==> config.mk <==
export PLATFORM = sky130hd
export DESIGN_NAME = microwave_timer_flat
export DESIGN_NICKNAME = d
export VERILOG_FILES = /design/src/rtl/microwave_timer_if.sv /design/src/rtl/microwave_timer.sv /design/src/flat_wrapper.sv
export SDC_FILE = /design/constraint.sdc
export NUM_CORES = 1
export LEC_CHECK = 0
export ABC_CLOCK_PERIOD_IN_PS = 4070
export CAP_MARGIN = 30
export CELL_PAD_IN_SITES_DETAIL_PLACEMENT = 2
export CELL_PAD_IN_SITES_GLOBAL_PLACEMENT = 2
export CORE_ASPECT_RATIO = 1.1
export CORE_MARGIN = 1
export CORE_UTILIZATION = 32
export DETAILED_ROUTE_END_ITERATION = 6
export PLACE_DENSITY = 0.83
export SLEW_MARGIN = 10
export SYNTH_ARGS = -nofsm -noshare
export SYNTH_HDL_FRONTEND = slang
export SYNTH_SLANG_ARGS = --single-unit
==> constraint.sdc <==
create_clock -name clk -period 4.07 [get_ports clk]
set_input_delay 0.814 -clock clk [delete_from_list [all_inputs] [get_ports clk]]
set_output_delay 0.814 -clock clk [all_outputs]
set_load 0.1 [all_outputs]
==> src/rtl/microwave_timer_if.sv <==
// Signal bundle between the keypad encoder/controller side and the microwave_timer stage.
interface microwave_timer_if;
  logic [3:0] D;
  logic       load;
  logic       pgt_1Hz;
  logic       en;
  logic       clear;
  logic [3:0] sec_ones;
  logic [3:0] sec_tens;
  logic [3:0] min_ones;
  logic [3:0] min_tens;
  logic       zero;
  logic       done;

  modport master (
    output D, load, pgt_1Hz, en, clear,
    input  sec_ones, sec_tens, min_ones, min_tens, zero, done
  );

  modport slave (
    input  D, load, pgt_1Hz, en, clear,
    output sec_ones, sec_tens, min_ones, min_tens, zero, done
  );
endinterface

==> src/rtl/microwave_timer.sv <==
// mm:ss BCD entry/countdown timer fed by the keypad encoder.
// Optional macro TIMER_ENTRY_LOCK_EN: once min_tens is nonzero, further key presses are ignored.
module microwave_timer #(
  parameter int SEC_TENS_WRAP = 5,
  parameter int MIN_TENS_MAX  = 9
) (
  input  logic              clk,
  input  logic              rst_n,
  microwave_timer_if.slave  bus
);

  localparam logic [3:0] LP_WRAP = 4'(SEC_TENS_WRAP);
  localparam logic [3:0] LP_MAX  = 4'(MIN_TENS_MAX);

  logic       r_load_q;
  logic       r_tick_q;
  logic [3:0] r_sec_ones;
  logic [3:0] r_sec_tens;
  logic [3:0] r_min_ones;
  logic [3:0] r_min_tens;
  logic       r_done;

  logic       w_key_fall;
  logic       w_tick_rise;
  logic       w_zero;
  logic       w_count;
  logic       w_entry;
  logic       w_entry_ok;
  logic [3:0] w_dec_so;
  logic [3:0] w_dec_st;
  logic [3:0] w_dec_mo;
  logic [3:0] w_dec_mt;
  logic       w_dec_zero;

  assign w_key_fall  = r_load_q & ~bus.load;
  assign w_tick_rise = ~r_tick_q & bus.pgt_1Hz;
  assign w_zero      = (r_sec_ones == 4'd0) && (r_sec_tens == 4'd0) &&
                       (r_min_ones == 4'd0) && (r_min_tens == 4'd0);

`ifdef TIMER_ENTRY_LOCK_EN
  assign w_entry_ok = (r_min_ones <= LP_MAX) && (r_min_tens == 4'd0);
`else
  assign w_entry_ok = (r_min_ones <= LP_MAX);
`endif

  assign w_count = bus.en & w_tick_rise & ~w_zero;
  assign w_entry = ~bus.en & w_key_fall & (bus.D <= 4'd9) & w_entry_ok;

  // BCD decrement with borrow chain; min_tens only borrows into when the value is nonzero
  always_comb begin
    w_dec_so = r_sec_ones;
    w_dec_st = r_sec_tens;
    w_dec_mo = r_min_ones;
    w_dec_mt = r_min_tens;
    if (r_sec_ones != 4'd0) begin
      w_dec_so = r_sec_ones - 4'd1;
    end else begin
      w_dec_so = 4'd9;
      if (r_sec_tens != 4'd0) begin
        w_dec_st = r_sec_tens - 4'd1;
      end else begin
        w_dec_st = LP_WRAP;
        if (r_min_ones != 4'd0) begin
          w_dec_mo = r_min_ones - 4'd1;
        end else begin
          w_dec_mo = 4'd9;
          w_dec_mt = r_min_tens - 4'd1;
        end
      end
    end
  end

  assign w_dec_zero = (w_dec_so == 4'd0) && (w_dec_st == 4'd0) &&
                      (w_dec_mo == 4'd0) && (w_dec_mt == 4'd0);

  // Edge-detect history and digit/done registers; clear beats count beats entry
  always_ff @(posedge clk or negedge rst_n) begin
    if (!rst_n) begin
      r_load_q   <= 1'b1;
      r_tick_q   <= 1'b0;
      r_sec_ones <= 4'd0;
      r_sec_tens <= 4'd0;
      r_min_ones <= 4'd0;
      r_min_tens <= 4'd0;
      r_done     <= 1'b0;
    end else begin
      r_load_q <= bus.load;
      r_tick_q <= bus.pgt_1Hz;
      if (bus.clear) begin
        r_sec_ones <= 4'd0;
        r_sec_tens <= 4'd0;
        r_min_ones <= 4'd0;
        r_min_tens <= 4'd0;
        r_done     <= 1'b0;
      end else if (w_count) begin
        r_sec_ones <= w_dec_so;
        r_sec_tens <= w_dec_st;
        r_min_ones <= w_dec_mo;
        r_min_tens <= w_dec_mt;
        r_done     <= w_dec_zero;
      end else if (w_entry) begin
        r_min_tens <= r_min_ones;
        r_min_ones <= r_sec_tens;
        r_sec_tens <= r_sec_ones;
        r_sec_ones <= bus.D;
        r_done     <= 1'b0;
      end else begin
        r_done     <= 1'b0;
      end
    end
  end

  assign bus.sec_ones = r_sec_ones;
  assign bus.sec_tens = r_sec_tens;
  assign bus.min_ones = r_min_ones;
  assign bus.min_tens = r_min_tens;
  assign bus.zero     = w_zero;
  assign bus.done     = r_done;

endmodule

==> src/flat_wrapper.sv <==
// flat-port wrapper written by rule: the top's interface ports become plain ports
module microwave_timer_flat 
#(
  parameter int SEC_TENS_WRAP = 5,
  parameter int MIN_TENS_MAX  = 9
)
  (clk, rst_n, bus_D, bus_load, bus_pgt_1Hz, bus_en, bus_clear, bus_sec_ones, bus_sec_tens, bus_min_ones, bus_min_tens, bus_zero, bus_done);
  microwave_timer_if bus_i ();
  input  logic clk;
  input  logic rst_n;
  input wire logic [$bits(bus_i.D)-1:0] bus_D;
  input wire logic [$bits(bus_i.load)-1:0] bus_load;
  input wire logic [$bits(bus_i.pgt_1Hz)-1:0] bus_pgt_1Hz;
  input wire logic [$bits(bus_i.en)-1:0] bus_en;
  input wire logic [$bits(bus_i.clear)-1:0] bus_clear;
  output wire logic [$bits(bus_i.sec_ones)-1:0] bus_sec_ones;
  output wire logic [$bits(bus_i.sec_tens)-1:0] bus_sec_tens;
  output wire logic [$bits(bus_i.min_ones)-1:0] bus_min_ones;
  output wire logic [$bits(bus_i.min_tens)-1:0] bus_min_tens;
  output wire logic [$bits(bus_i.zero)-1:0] bus_zero;
  output wire logic [$bits(bus_i.done)-1:0] bus_done;
  assign bus_i.D = bus_D;
  assign bus_i.load = bus_load;
  assign bus_i.pgt_1Hz = bus_pgt_1Hz;
  assign bus_i.en = bus_en;
  assign bus_i.clear = bus_clear;
  assign bus_sec_ones = bus_i.sec_ones;
  assign bus_sec_tens = bus_i.sec_tens;
  assign bus_min_ones = bus_i.min_ones;
  assign bus_min_tens = bus_i.min_tens;
  assign bus_zero = bus_i.zero;
  assign bus_done = bus_i.done;
  microwave_timer #(.SEC_TENS_WRAP(SEC_TENS_WRAP), .MIN_TENS_MAX(MIN_TENS_MAX)) u_core (.clk(clk), .rst_n(rst_n), .bus(bus_i));
endmodule
==> summary.md <==
| Metric | Value |
|---|---|
| Clock latency on the worst-skew pair | `0.26 ns` |
| Number of DRC markers after the initial detailed-route iteration | `65` |
| Standard cell core area | `0.00405 sq mm` |
| Ratio of final minimum period to clock period | `81.1%` |
| Skew final | `0.00176 ns` |
| Synthesized-area fraction occupied by ao, oa, aoi and oai cells | `26.7%` |
| Max-slew violation count | `0` |
| Unique masters post-synth | `50` |
| Synthesized flop and latch total | `19` |
| Slew at the pin closest to its max-slew limit | `0.974 ns` |
| Filler Cell Count | `451` |
| Sinks on Clock Net | `19` |
| Drt wl/cell | `21.1 microns` |
| Worst-path clk slew | `0.08 ns` |
| Synth Cell Area | `0.00138 sq mm` |
| Total length of routed wires | `4840 microns` |
| Crit path max fanout | `13` |
| Placed wire-length estimate after detailed placement | `3460 microns` |
| Syn nets | `170` |
| Cell count after placement | `225` |
| Share of synthesized cell area in full adder, half adder and majority cells | `1.82%` |
| Initial antenna violation count | `0` |
| DR DRC count | `0` |
| Slew Limit Headroom | `34.9%` |
| Final setup violation count | `0` |
| Global-route congestion overflow total | `0` |
| Number of global-route vias before repair | `1,617` |
| Area share of xor/xnor cells in the synthesized design | `0.636%` |
| Count of mapped cells out of synthesis | `158` |
| Syn_area_per_cell | `8.71 sq um` |
| Multiplexer share of the synthesized area | `0%` |
| Buffer count from post-CTS setup fixing | `0` |
| Post-Route Setup TNS | `0 ns` |
| Main combinational cell family by area after synthesis | `simple AND/OR/NAND/NOR gates` |
| IR drop worst, VDD | `0.000379 V` |
| Result of the run | `finished, final reports clean` |
| Crit path max-delay cell type | `or4_4` |
| Fraction of the yosys area taken by sequential cells | `34.6%` |
| Power per cell area | `455 mW/mm^2` |
| Critical Setup Path Class | `flop to output port` |
| Final weighted congestion in routability-driven placement | `0.816` |
| Overall die height | `70.8 microns` |
| Max Fclk | `303 MHz` |
| CTS Hold Bufs | `0` |
| Share of layout cells above drive strength 1 | `13.5%` |
| Most frequent cell on the critical path | `or4_4` |
| Hold crit path type | `flop to flop` |
| Top Ports | `28` |
| Root buffer selected by CTS | `clkbuf_8` |
| Chain of cells forming the critical path | `or4_4 > or4_4 > nor3_4 > buf_4` |
| Arrival time reported for the critical path endpoint | `2.49 ns` |
| Element type at the critical path end | `output port` |
| Synth Warn # | `0` |
| Top flip-flop cell by instance count after synthesis | `dfrtp_1` |
| Clock buffer depth | `2` |
| Shortest period the worst path allows | `3.30 ns` |
| Post-layout net count | `191` |
| Total track usage | `24.0%` |
| Leak Pwr | `0.000628 uW` |
| Number of I/O port buffers | `27` |
| Inserted Clock Buffers | `3` |
| Post-cts gate resize count | `0` |
| Simple-gate share of the synthesized area | `29.4%` |
| DR pass1 iterations | `4` |
| Pin count of the biggest net entering global routing | `20` |
| Total area of multi-input combinational cells | `817 sq um` |
| Die Span X | `64.5 microns` |
| Full die area | `0.00457 sq mm` |
| Routed via count | `1,436` |
| Avg Vias per Cell | `6.24` |
| Number of maximum-capacitance constraint violations | `0` |
| Critical path data required time | `3.26 ns` |
| RSZ-0062 raised after global routing | `false` |
| Crit-path max cell delay | `0.64 ns` |
| CTS tree | `built` |
| FP Rows | `24` |
| Number of enable-type register cells in the synthesized netlist | `0` |
| Depth of the CTS H-tree | `1` |
| Antenna viol nets, final | `0` |
| Post-route non-filler standard cell count | `230` |
| Post-synthesis async set-or-reset flop share | `100%` |
| Startpoint type of the worst setup path | `flop` |
| Inserted Diodes | `0` |
| Flip-flop and latch area | `477 sq um` |
| First-pass GRT wire length | `8310 microns` |
| Layout overhead on the synthesized area | `23.9%` |
| Initial core utilization | `34.0%` |
| Hold violation total from the final report | `0` |
-- placed cells by master, fill, tap and decap left out, types with 4 or more instances in the layout --
cell type and count:
a31oi_1 9, nor3_1 6, nor2_1 8, nor4_1 6, nand2_1 16, o21ai_0 6, a21oi_1 7, inv_1 4
nand3_1 8, clkdlybuf4s50_1 26, dfrtp_1 18
-- sequential cells by signal (all words and copies together) (netlist names) --
signal and cells:
u_core.r_tick_q 1, u_core.r_load_q 1, u_core.bus.done 1, u_core.bus.min_ones 4, u_core.bus.min_tens 4, u_core.bus.sec_ones 4
u_core.bus.sec_tens 4
-- where the power goes --
group / switching (uW) / leakage (uW) / internal [uW]
combinational: 284 / 0.000347 / 117
sequential: 32.3 / 0.000258 / 202
clock: 70.3 / 0.0000228 / 69.9
-- critical path, delay by kind of cell (launching register included) --
family	cells	cell delay [ns]
and+or+nand+nor	3	1.37
DFF	1	0.53
buffers and inverters	1	0.31
-- final timing paths --
check	start	end	slack [ns]	cells after the start
min reg2reg	u_core.bus.sec_tens[0]	u_core.bus.sec_tens[0]	0.64	1
min in group asynchronous	rst_n	u_core.bus.sec_ones[3]	0.87	1
max in group asynchronous	rst_n	u_core.r_load_q	2.65	2
max reg2reg	u_core.bus.sec_ones[0]	u_core.bus.min_ones[1]	1.17	5
max	u_core.bus.sec_ones[0]	bus_zero	0.77	4
min	u_core.bus.sec_tens[0]	u_core.bus.sec_tens[0]	0.64	1
-- routing by layer --
metal	GRT usage (%)	part of all wire [%]	vias to the layer above
met1	29.5	44	722
met4	13.3	3.9	0
met2	40.5	49	42
met5	0	0	-
li1	-	-	654
met3	2.90	3.3	18
-- cells by family (layout without fill, tap and decap cells) --
logic type,count (synthesis),in the layout
buf+inv,17,37
compound gates,48,48
fa+ha+maj,2,2
xor+xnor,1,1
simple gates,71,71
flops,19,19
-- layout make-up --
cell class | instances | area share, %
tap | 52 | 3.82
timing repair buffer | 29 | 16.8
sequential | 19 | 28.0
multi-input combinational | 122 | 47.9
inverter | 4 | 0.880
clock buffer | 4 | 2.64
-- Yosys cell counts, types with 3 or more instances --
library cell	number	area, sq um
dfrtp_1	18	450
nand2_1	16	60.1
a31oi_1	9	56.3
clkbuf_1	9	33.8
nand3_1	8	40.0
nor2_1	8	30.0
a21oi_1	7	35.0
nor3_1	7	35.0
nor4_1	6	37.5
o21ai_0	6	30.0
buf_6	4	45.0
inv_1	4	15.0
a311oi_1	3	26.3
nand4_1	3	18.8
o22ai_1	3	18.8
or2_2	3	18.8
or3_1	3	18.8
-- stage by stage --
stage	cell area [sq um]	setup slack [ns]	total power (uW)	util, %	hold WS (ns)
2_1_floorplan	1390	0.240	560	-	0.518
3_3_place_gp	1650	1.12	626	40.7	0.614
3_5_place_dp	1650	1.07	637	40.7	0.626
4_1_cts	1690	0.758	782	41.8	0.652
5_1_grt	1710	0.702	817	42.1	0.680
6_report	1710	0.769	775	42.1	0.641
Power figures use the tool's default switching activity.
==> RTL change 1, RTL diff (config.mk and constraints unchanged) <==
`MIN_TENS_MAX` is set to 9 in 2 places; all go to 4.
--- a/src/rtl/microwave_timer.sv
+++ b/src/rtl/microwave_timer.sv
@@ -4,3 +4,3 @@
   parameter int SEC_TENS_WRAP = 5,
-  parameter int MIN_TENS_MAX  = 9
+  parameter int MIN_TENS_MAX  = 4
 ) (
--- a/src/flat_wrapper.sv
+++ b/src/flat_wrapper.sv
@@ -4,3 +4,3 @@
   parameter int SEC_TENS_WRAP = 5,
-  parameter int MIN_TENS_MAX  = 9
+  parameter int MIN_TENS_MAX  = 4
 )
Behaviour: not the same (a bounded check fails within 10 cycles, from zero or initial values and one cycle with rst_n low).
==> RTL change 1 against the unedited design <==
- synthesized area decreased by 6.8%
- wire length is 7.5% lower
- design area down 4.8%
- power increased by 9.7%
- largest cell class unchanged
- highest routed layer unchanged
- clock skew is essentially flat
- global-route usage fell by 1.6 points
- sequential share of layout area increased by 1.4 points
- synthesized cell count down 14%
- sequential cell count stayed put
- critical path depth unchanged
- setup slack worse by 0.053 ns
- non-clock buffer count fell by 1
==> RTL change 1: results (changes against the unedited design) <==
PortBufs 27 (unchanged); count of non-filler cells in the finished layout 212 (-7.8%); critical hold path startpoint u_core.bus.min_tens[3]$_DFFE_PN0P_; worst path arrival time 2.54 ns (+0.05 ns); layout cells sized above 1 13.6% (+0.097 points); endpoint of the lowest-slack register-to-register path u_core.bus.min_tens[1]$_DFFE_PN0P_; register area share after synthesis 37.2% (+2.5 points); post-layout min period 3.35 ns (+0.0530 ns); FFs w/ async S/R, synth 100% (unchanged); leakage dissipation 0.643 nW (+2.5%); Max-Slew Margin vs Limit 34.4% (-0.46 points); met1 Usage GRT 27.1% (-2.4 points); first-pass GRT wire length 7010 um (-16%); hold_ws 0.535 ns (-0.106 ns); Clock Latency Late Sink 0.26 ns (about the same); H-tree levels 1 (unchanged); vias per std cell 5.90 (-5.6%); pin count of the biggest net entering global routing 20 (unchanged); Distinct cells, synth 57 (+14%); critical-path maximum fanout 11 (-2); Routed Wire Length 4480 um (-7.5%); cell count after synthesis 136 (-14%); end point of the worst hold path u_core.bus.min_tens[3]$_DFFE_PN0P_; Min-Delay Path Class reg -> reg; biggest area contributors in the synthesized netlist sky130_fd_sc_hd__dfrtp_1 35%, sky130_fd_sc_hd__nor2_1 3.5%, sky130_fd_sc_hd__or4_4 3.5%; setup skew after layout 0.00166 ns (-0.0000945 ns); beginning of the worst register-to-register path u_core.bus.min_tens[0]$_DFFE_PN0P_; total placed cells including tap cells 207 (-8.0%); NumNets Final 175 (-8.4%); first-iteration detailed-routing DRC count 17 (-74%); buffer count from post-CTS setup fixing 0 (unchanged); synthesized net count 148 (-13%); Synth top cells by count 18 x sky130_fd_sc_hd__dfrtp_1, 12 x sky130_fd_sc_hd__nor2_1, 7 x sky130_fd_sc_hd__nand2_1, 7 x sky130_fd_sc_hd__o21ai_0, 6 x sky130_fd_sc_hd__inv_1; biggest cell delay along the critical path 0.68 ns (+0.04 ns); instance area after placement 0.00157 sq mm (-5.0%); depth of the worst register-to-register path 7 (+2); GR Util met3 2.50% (-0.40 points); overall routing resource usage 22.4% (-1.6 points); post-place setup slack 1.03 ns (-0.0411 ns); cell family with the largest share of critical-path delay simple AND/OR/NAND/NOR gates; via count of the first global-routing pass 1305 (-19%); maximum ir drop on the vdd rail 0.000243 V (-36%); grt met2 use 41.8% (+1.3 points); Max Root-Sink Buffers 2 (unchanged); cell with the biggest individual delay on the critical path sky130_fd_sc_hd__or4_4; final weighted congestion in routability-driven placement 0.828 (+1.5%); post-detailed-placement half-perimeter wirelength 3290 um (-4.9%); worst reg-to-reg setup slack 1.32 ns (+0.15 ns); status completed
RTL change 1: kinds of logic (layout without fill, tap and decap cells):
kind of cell	Yosys count	in the layout	share of synthesized area (%)
simple gates	56	56	27.4
buf+inv	12	38	6.53
flops	19	19	37.2
compound gates	40	40	21.6
xor+xnor	2	2	1.37
mux	5	5	4.00
fa+ha+maj	2	2	1.95
RTL change 1: per-layer routing:
| layer | vias up | part of all wire (%) |
|---|---|---|
| met5 | - | 0 |
| met4 | 0 | 1.1 |
| met3 | 5 | 3.0 |
| met2 | 24 | 51 |
| met1 | 643 | 44 |
| li1 | 578 | - |
RTL change 1: final cells by class:
type                       instances  area (sq um)
fill                             435          2120
clock buffer                       4          45.0
multi-input combinational        105           737
inverter                           6          22.5
timing repair buffer              28           279
sequential                        19           477
tap                               50          62.6
RTL change 1: where the power goes:
group | switching (mW) | internal, mW
Clock | 0.0677 | 0.0698
Sequential | 0.0287 | 0.202
Combinational | 0.331 | 0.152
==> RTL change 2, RTL diff (same settings) <==
Without the edit above. Make the reset (`rst_n`) synchronous in one clocked block.
--- a/src/rtl/microwave_timer.sv
+++ b/src/rtl/microwave_timer.sv
@@ -76,3 +76,3 @@
   // Edge-detect history and digit/done registers; clear beats count beats entry
-  always_ff @(posedge clk or negedge rst_n) begin
+  always_ff @(posedge clk) begin
     if (!rst_n) begin
Check against the original RTL: differs if rst_n is asserted again (counterexample within 4 cycles, from zero or initial values and one cycle with rst_n low); with rst_n held inactive, the same outputs for 10 cycles.
==> RTL change 2 against the unedited design <==
- setup slack lost 0.14 ns
- sequential cell count stayed put
- synthesized area fell by 5.7%
- via count decreased by 3.9%
- wire length shrank 3.2%
- fmax is 4.1% lower
- register-to-register slack gained 0.10 ns
- design area fell by 5.2%
- critical path type unchanged
- critical endpoint unchanged
Power is not compared: it rests on default switching activity, and its combinational part moved more than twofold at a synthesized area within 25%.
==> RTL change 2: results (changes against the unedited design) <==
status completed; pin count of the biggest net entering global routing 16 (-20%); area occupied by registers 380 sq um (-20%); proportion of synthesized area in mux cells 3.86% (+3.9 points); clk cell area share 2.86% (+0.22 points); cell count after synthesis 150 (-5.1%); worst reg-to-reg setup slack 1.27 ns (+0.10 ns); Most used DFF post-synth sky130_fd_sc_hd__dfxtp_1; critical hold path startpoint u_core.bus.min_tens[3]$_SDFFE_PP0P_; first-iteration detailed-routing DRC count 49 (-25%); hold_ws 0.615 ns (-0.0261 ns); endpoint of the lowest-slack register-to-register path u_core.bus.min_tens[2]$_SDFFE_PP0P_; Routed Wire Length 4690 um (-3.2%); Final non-clock buffer share 17.5% (+0.69 points); biggest area contributors in the synthesized netlist sky130_fd_sc_hd__dfxtp_1 29%, sky130_fd_sc_hd__nor4_4 4.9%, sky130_fd_sc_hd__a31oi_1 3.9%; area share of fa/ha/maj cells after synthesis 1.93% (+0.11 points); post-detailed-placement half-perimeter wirelength 3360 um (-3.0%); end point of the worst hold path u_core.bus.min_tens[3]$_SDFFE_PP0P_; beginning of the worst register-to-register path u_core.bus.min_tens[0]$_SDFFE_PP0P_; total placed cells including tap cells 217 (-3.6%); setup skew after layout 0.00603 ns (+0.00427 ns); Distinct cells, synth 53 (+6.0%); multi-input logic cell count 114 (-6.6%); final weighted congestion in routability-driven placement 0.835 (+2.3%); depth of the worst register-to-register path 7 (+2); number of sequential cells 19 (unchanged); die outline area 0.00431 sq mm (-5.6%); biggest cell delay along the critical path 0.58 ns (-0.06 ns); FFs w/ async S/R, synth 0% (-100 points); multi-input logic portion of the cell area 51.1% (+3.2 points); overall routing resource usage 23.2% (-0.80 points); critical-path maximum fanout 11 (-2); Fillers 431 (-4.4%); worst hold stages 2 (+1); synthesized net count 162 (-4.7%); xor-xnor portion of the synthesized cell area 1.35% (+0.71 points); via count of the first global-routing pass 1460 (-9.7%)
RTL change 2: changes by cell type after synthesis, moves of 5 or more:
cell                       delta
sky130_fd_sc_hd__dfxtp_1     +19
sky130_fd_sc_hd__dfrtp_1     -18
sky130_fd_sc_hd__nand2_1     -10
sky130_fd_sc_hd__clkbuf_1     -7
sky130_fd_sc_hd__mux2i_1      +5
sky130_fd_sc_hd__nor4_1       -5
RTL change 2: layer usage:
metal / vias up / routed length, um / track usage [%]
met5: - / 0 / 0
met1: 691 / 2000 / 25.8
li1: 633 / - / -
met4: 0 / 106 / 12.2
met3: 10 / 161 / 2.80
met2: 46 / 2420 / 44.2
RTL change 2: critical path: cells and delay by family (launching register included):
family | cells | cell delay (ns)
buffers and inverters | 2 | 0.84
flip-flops | 1 | 0.42
AND/OR/NAND/NOR | 2 | 1.09
RTL change 2: where the power goes:
part / total [mW] / internal (mW) / switching, mW
Combinational: 0.178 / 0.0545 / 0.124
Sequential: 0.201 / 0.190 / 0.0101
Clock: 0.137 / 0.0681 / 0.0691
